$ cat src/rtl/sd_spi_pkg.sv
// Shared definitions for the SD-card SPI master: register map, CTRL bit
// layout, FSM encoding and the CTRL readback packer.
package sd_spi_pkg;

  // Word offsets on the single address bit
  localparam logic REG_DATA = 1'b0;
  localparam logic REG_CTRL = 1'b1;

  // CTRL/STATUS bit positions
  localparam int CTRL_CS      = 0;
  localparam int CTRL_BUSY    = 1;
  localparam int CTRL_DONE    = 2;
  localparam int CTRL_WP      = 3;
  localparam int CTRL_DIV_LSB = 8;

  // Transfer FSM: IDLE, then alternating SCK-low / SCK-high phases
  typedef enum logic [1:0] {
    ST_IDLE = 2'd0,
    ST_LOW  = 2'd1,
    ST_HIGH = 2'd2
  } state_t;

  // Assemble the CTRL/STATUS word; unused bits read as zero
  function automatic logic [31:0] pack_ctrl(input logic [7:0] div,
                                            input logic       wp,
                                            input logic       done,
                                            input logic       busy,
                                            input logic       cs);
    logic [31:0] w;
    w                         = '0;
    w[CTRL_CS]                = cs;
    w[CTRL_BUSY]              = busy;
    w[CTRL_DONE]              = done;
    w[CTRL_WP]                = wp;
    w[CTRL_DIV_LSB +: 8]      = div;
    return w;
  endfunction

endpackage

$ cat src/rtl/sd_spi_tick.sv
// Reloadable 8-bit down-counter that marks the last cycle of each SCK phase.
// A phase lasts i_div+1 cycles; o_tick is high during the final one.
module sd_spi_tick (
  input  logic       clk,
  input  logic       rst_n,
  input  logic       i_load,
  input  logic       i_run,
  input  logic [7:0] i_div,
  output logic       o_tick
);

  logic [7:0] r_count;

  assign o_tick = i_run && (r_count == 8'd0);

  // Reload at transfer start and at every phase end, otherwise count down
  // NOTE: sequential state uses <= so every flop samples pre-edge values.
  always_ff @(posedge clk or negedge rst_n) begin
    if (!rst_n) begin
      r_count <= 8'd0;
    end else if (i_load || o_tick) begin
      r_count <= i_div;
    end else if (i_run) begin
      r_count <= r_count - 8'd1;
    end
  end

endmodule

$ cat src/rtl/sd_spi.sv
// Bus-slave SPI (mode 0) master for the SD socket. The CPU writes a byte to
// DATA, the engine shifts it out MSB first while shifting MISO in, and the
// CPU polls CTRL.busy/done and reads the received byte back from DATA.
module sd_spi
  import sd_spi_pkg::*;
#(
  parameter logic [7:0] DEFAULT_DIV = 8'd62
) (
  input  logic        clk,
  input  logic        rst_n,
  input  logic        read,
  input  logic        write,
  input  logic        address,
  input  logic [31:0] writedata,
  input  logic [3:0]  be,
  output logic [31:0] readdata,
  output logic        sd_clk,
  output logic        sd_mosi,
  input  logic        sd_miso,
  output logic        sd_cs_n,
  input  logic        sd_wp_n
);

  state_t      r_state;
  state_t      w_state_next;
  logic        w_start;
  logic        w_rise;
  logic        w_fall;
  logic        w_finish;
  logic        w_tick;
  logic        w_running;
  logic        w_ctrl_wr;
  logic        w_data_rd;
  logic [31:0] w_rd_mux;

  logic        r_cs;
  logic        r_busy;
  logic        r_done;
  logic        r_sd_clk;
  logic        r_sd_mosi;
  logic [7:0]  r_div;
  logic [7:0]  r_tx;
  logic [7:0]  r_shift;
  logic [7:0]  r_rxbyte;
  logic [2:0]  r_bitcnt;
  logic        r_wp_meta;
  logic        r_wp;
  logic [31:0] r_readdata;

  // Bits of the bus that no register uses
  logic        w_unused;
  assign w_unused = &{1'b0, writedata[31:16], be[3:2]};

  // A DATA write starts a transfer only when the engine is already idle
  assign w_start   = write && (address == REG_DATA) && be[0] && !r_busy;
  assign w_ctrl_wr = write && (address == REG_CTRL);
  assign w_data_rd = read  && (address == REG_DATA);
  assign w_running = (r_state != ST_IDLE);

  sd_spi_tick u_tick (
    .clk    (clk),
    .rst_n  (rst_n),
    .i_load (w_start),
    .i_run  (w_running),
    .i_div  (r_div),
    .o_tick (w_tick)
  );

  // FSM state register
  always_ff @(posedge clk or negedge rst_n) begin
    if (!rst_n) r_state <= ST_IDLE;
    else        r_state <= w_state_next;
  end

  // Next state and the phase-change strobes that drive the datapath
  // NOTE: every output gets a default first so no path leaves it unassigned (no latch).
  always_comb begin
    w_state_next = r_state;
    w_rise       = 1'b0;
    w_fall       = 1'b0;
    w_finish     = 1'b0;
    unique case (r_state)
      ST_IDLE: if (w_start) w_state_next = ST_LOW;
      ST_LOW: begin
        if (w_tick) begin
          w_rise       = 1'b1;
          w_state_next = ST_HIGH;
        end
      end
      ST_HIGH: begin
        if (w_tick) begin
          if (r_bitcnt == 3'd7) begin
            w_finish     = 1'b1;
            w_state_next = ST_IDLE;
          end else begin
            w_fall       = 1'b1;
            w_state_next = ST_LOW;
          end
        end
      end
      default: w_state_next = ST_IDLE;
    endcase
  end

  // Software-visible control: chip select any time, divider only while idle
  always_ff @(posedge clk or negedge rst_n) begin
    if (!rst_n) begin
      r_cs  <= 1'b0;
      r_div <= DEFAULT_DIV;
    end else begin
      if (w_ctrl_wr && be[0])           r_cs  <= writedata[CTRL_CS];
      if (w_ctrl_wr && be[1] && !r_busy) r_div <= writedata[CTRL_DIV_LSB +: 8];
    end
  end

  // Shift engine: load on start, sample on SCK rise, shift out on SCK fall
  always_ff @(posedge clk or negedge rst_n) begin
    if (!rst_n) begin
      r_busy    <= 1'b0;
      r_done    <= 1'b0;
      r_sd_clk  <= 1'b0;
      r_sd_mosi <= 1'b1;
      r_tx      <= 8'h00;
      r_shift   <= 8'h00;
      r_rxbyte  <= 8'h00;
      r_bitcnt  <= 3'd0;
    end else begin
      if (w_start) begin
        r_busy    <= 1'b1;
        r_done    <= 1'b0;
        r_tx      <= writedata[7:0];
        r_sd_mosi <= writedata[7];
        r_bitcnt  <= 3'd0;
      end
      if (w_rise) begin
        r_sd_clk <= 1'b1;
        r_shift  <= {r_shift[6:0], sd_miso};
      end
      if (w_fall) begin
        r_sd_clk  <= 1'b0;
        r_sd_mosi <= r_tx[6];
        r_tx      <= {r_tx[6:0], 1'b0};
        r_bitcnt  <= r_bitcnt + 3'd1;
      end
      if (w_finish) begin
        r_sd_clk  <= 1'b0;
        r_sd_mosi <= 1'b1;
        r_rxbyte  <= r_shift;
        r_busy    <= 1'b0;
        r_done    <= 1'b1;
        r_bitcnt  <= 3'd0;
      end
      // A DATA read wins over a done set in the same cycle
      if (w_data_rd) r_done <= 1'b0;
    end
  end

  // Two-flop synchroniser for the write-protect switch (active-low pin)
  always_ff @(posedge clk or negedge rst_n) begin
    if (!rst_n) begin
      r_wp_meta <= 1'b0;
      r_wp      <= 1'b0;
    end else begin
      r_wp_meta <= ~sd_wp_n;
      r_wp      <= r_wp_meta;
    end
  end

  // Read mux; a DATA read on the completion cycle sees the new byte
  always_comb begin
    w_rd_mux = '0;
    if (address == REG_DATA) w_rd_mux[7:0] = w_finish ? r_shift : r_rxbyte;
    else                     w_rd_mux      = pack_ctrl(r_div, r_wp, r_done, r_busy, r_cs);
  end

  // Registered read data, held until the next read
  always_ff @(posedge clk or negedge rst_n) begin
    if (!rst_n)    r_readdata <= '0;
    else if (read) r_readdata <= w_rd_mux;
  end

  assign readdata = r_readdata;
  assign sd_clk   = r_sd_clk;
  assign sd_mosi  = r_sd_mosi;
  assign sd_cs_n  = ~r_cs;

endmodule

$ cat config.mk
export PLATFORM = sky130hd
export DESIGN_NAME = sd_spi
export DESIGN_NICKNAME = d
export VERILOG_FILES = /design/src/rtl/sd_spi_pkg.sv /design/src/rtl/sd_spi_tick.sv /design/src/rtl/sd_spi.sv
export SDC_FILE = /design/constraint.sdc
export NUM_CORES = 1
export LEC_CHECK = 0
export ABC_AREA = 0
export BUFFER_PORTS_ARGS = -buffer_cell sky130_fd_sc_hd__buf_2
export CORE_MARGIN = 2
export CORE_UTILIZATION = 30
export CTS_BUF_LIST = sky130_fd_sc_hd__clkbuf_8
export CTS_CLUSTER_SIZE = 24
export DETAILED_ROUTE_END_ITERATION = 7
export GPL_ROUTABILITY_DRIVEN = 0
export GPL_TIMING_DRIVEN = 0
export PLACE_DENSITY = 0.56
export SETUP_SLACK_MARGIN = 0.2
export SLEW_MARGIN = 25
export SYNTH_ARGS = -nofsm -noshare
export SYNTH_HDL_FRONTEND = slang
export SYNTH_SLANG_ARGS = --single-unit
$ cat constraint.sdc
create_clock -name clk -period 3.6 [get_ports clk]
set_input_delay 0.36 -clock clk [delete_from_list [all_inputs] [get_ports clk]]
set_output_delay 0.36 -clock clk [all_outputs]
set_load 0.02 [all_outputs]
==> results.json <==
{
  "tightest_slew_ps": 667,
  "layout_commonest_cell": "dfrtp_1",
  "path_clk_slew_ps": 80,
  "avgSynthCellArea_um2": 11.3,
  "vias": 2236,
  "fp.dieH_um": 106,
  "final_layout_size_suffix_gt1_frac": 0.311,
  "cts_tree": "done",
  "critPathLaunchType": "flip-flop",
  "gr-usage-met2": 0.198,
  "htreeDepth": 3,
  "place_area_um2": 3610,
  "gr-total-overflow": 0,
  "postSynthCellCount": 278,
  "cp_top_family": "simple AND/OR/NAND/NOR gates",
  "clk_latency_ps": 340,
  "io_pins": 78,
  "synth_area_leaders": "dfrtp_1 (49%), dfstp_2 (5.0%), buf_4 (4.1%), mux2_4 (3.8%), mux2_2 (3.2%)",
  "gr-usage-met3": 0.0349,
  "hold_viol": 0,
  "synth_top_area_cell": "dfrtp_1",
  "path_cells": "inv_1 -> ha_1 -> nor3b_1 -> and4_1 -> buf_4 -> mux2_1 -> a221o_1",
  "fillers": 1059,
  "wl_per_cell_um": 13.4,
  "start_util": 0.306,
  "diodes": 0,
  "crit_fanout": 10,
  "p_leak_nw": 1.82,
  "die_area_um2": 11300,
  "die_x_um": 106,
  "port-buffer-count": 43,
  "synth-edff-count": 0,
  "muxShareOfSynthArea": 0.119,
  "maxCapViolCount": 0,
  "synth_top_family_by_area": "simple AND/OR/NAND/NOR gates",
  "drc": 0,
  "drt_first_pass_iters": 4,
  "min_path_type": "input port to flip-flop",
  "ys_ff_latch": 67,
  "worstPathArrival_ps": 2540,
  "fin_tns_setup_ps": 0,
  "core_area_um2": 10200,
  "setup_viol": 0,
  "skew_ps": 11.1,
  "cts-root-buf": "clkbuf_8",
  "synth_compound_area_frac": 0.111,
  "yosysTopAreaCellShare": 0.487,
  "most-common-layout-cells": "dfrtp_1 (61), buf_2 (43), buf_4 (18)",
  "fin_crit_ps": 2330,
  "grt_pass1_vias": 2231,
  "num_rows": 37,
  "grt_use_met1": 0.163,
  "grt_pass1_wl_um": 11000,
  "cts_resized": 0,
  "syn-cell-area_um2": 3140,
  "nets": 396,
  "synth_simple_gate_area_frac": 0.139,
  "synth_seq_area_share": 0.537,
  "slew_viol_final": 0,
  "grt_usage": 0.124,
  "grt_antenna_before_repair": 0,
  "power_density_nw_per_um2": 555,
  "yosys_warnings": 0,
  "vias_per_cell": 4.56,
  "synthAdderAreaFrac": 0.0160,
  "worstSetupPathType": "flip-flop to flip-flop",
  "crit_path_max_incr_delay_ps": 410,
  "rsz0062_at_grt": "false",
  "grt_start_max_net_pins": 50,
  "period_share": 0.646,
  "ir_worst_vdd_v": 0.000204,
  "drt_iter0_drc": 99,
  "slowest_stage": "dfrtp_1",
  "end_kind": "flip-flop",
  "cts_buffers": 9,
  "ant_nets": 0,
  "slew_headroom": 0.553,
  "grt.busiest_layer": "met2",
  "cts.path.max_buffers": 2,
  "synthToLayoutAreaGrowth_pct": 21.0,
  "ys_async_sr_fraction": 1.00,
  "clock.fmax_mhz": 430,
  "drt-total-wl_um": 6580,
  "path_buf_inv": 2,
  "clkSinkCount": 67,
  "required_ps": 3820,
  "synthFlopType": "dfrtp_1",
  "design_area_um2": 3790,
  "dp_hpwl_um": 4780,
  "ys_types": 50,
  "synth_xor_xnor_area_share": 0,
  "status": "completed"
}
-- repair_timing --
action                                 CTS  global route
endpoints found under the hold margin   14             0
buffers inserted                         0             0
hold buffers                             1             0
-- cell usage after synthesis (2+ instances only) --
cell type  number
nand3_1        13
clkbuf_1        6
dfstp_2         6
mux2_1          8
nor2_1         13
a21oi_1         8
o21ai_1         6
o2bb2ai_1       3
nand2b_1        4
a221o_1         4
mux2_2          9
ha_1            4
a22o_1          4
o31ai_1         3
clkinv_1        2
o21ai_0        16
and3_1          6
nand2_1        17
buf_4          17
and4_1          2
dfrtp_1        61
a31oi_1         4
nor3_1          6
mux2i_1         6
nor4_1          2
inv_1          17
mux2_4          8
-- path summary, 6_finish.rpt --
check | start | cells past startpoint | endpoint | slack (ps)
min in group asynchronous | rst_n | 2 | r_div[0] | 460
min reg2reg | r_wp_meta | 0 | r_wp | 350
max reg2reg | u_tick.r_count[0] | 7 | readdata[2] | 1270
max | u_tick.r_count[0] | 7 | readdata[2] | 1270
max in group asynchronous | rst_n | 3 | r_div[2] | 2570
min | sd_wp_n | 2 | r_wp_meta | 160
-- cells by family (layout without fill, tap and decap cells) --
kind of cell,count (synthesis),count (layout)
and+or+nand+nor,76,76
other,1,16
buffers and inverters,45,106
muxes,31,31
AOI/OAI and AO/OA,54,54
DFF,67,67
adders and majority gates,4,4
-- area by class of cell --
cell class                 count  area (µm²)  share of cell area
timing repair buffer          45         255              0.0673
clock buffer                   9         124              0.0327
tap                          136         170              0.0449
inverter                      19        71.3              0.0188
buffer                        26         170              0.0449
sequential                    67        1680               0.444
clock inverter                 7        52.6              0.0139
multi-input combinational    181        1270               0.334
-- per-layer routing --
metal / share of wire / vias to the layer above / wire length, µm
met5: 0 / - / 0
met1: 0.46 / 1079 / 3060
met4: 0.015 / 0 / 100
met3: 0.043 / 8 / 280
li1: - / 1098 / -
met2: 0.48 / 51 / 3150
-- sequential cells by signal (all words and copies together) (netlist names), 2 cells and up --
| signal | count |
|---|---|
| r_state | 2 |
| r_tx | 7 |
| readdata | 16 |
| r_bitcnt | 3 |
| r_shift | 8 |
| r_div | 8 |
| u_tick.r_count | 8 |
| r_rxbyte | 8 |
-- report_power, final --
part	internal, mW	total [mW]	switching, mW
sequential	0.900	1.03	0.130
clock	0.253	0.560	0.307
combinational	0.231	0.518	0.287
-- through the flow --
| stage | cells | setup WS, ps | utilization | power, mW | hold slack (ps) |
|---|---|---|---|---|---|
| 2_1_floorplan | 293 | 1510 | - | 1.40 | 64.4 |
| 3_3_place_gp | 472 | 1280 | 0.350 | 1.54 | 345 |
| 3_5_place_dp | 473 | 1280 | 0.353 | 1.56 | 269 |
| 4_1_cts | 490 | 1260 | 0.371 | 2.13 | 142 |
| 5_1_grt | 490 | 1060 | 0.371 | 2.26 | 138 |
| 6_report | 490 | 1270 | 0.371 | 2.11 | 158 |
No activity file was read; power rests on OpenSTA's default activity.
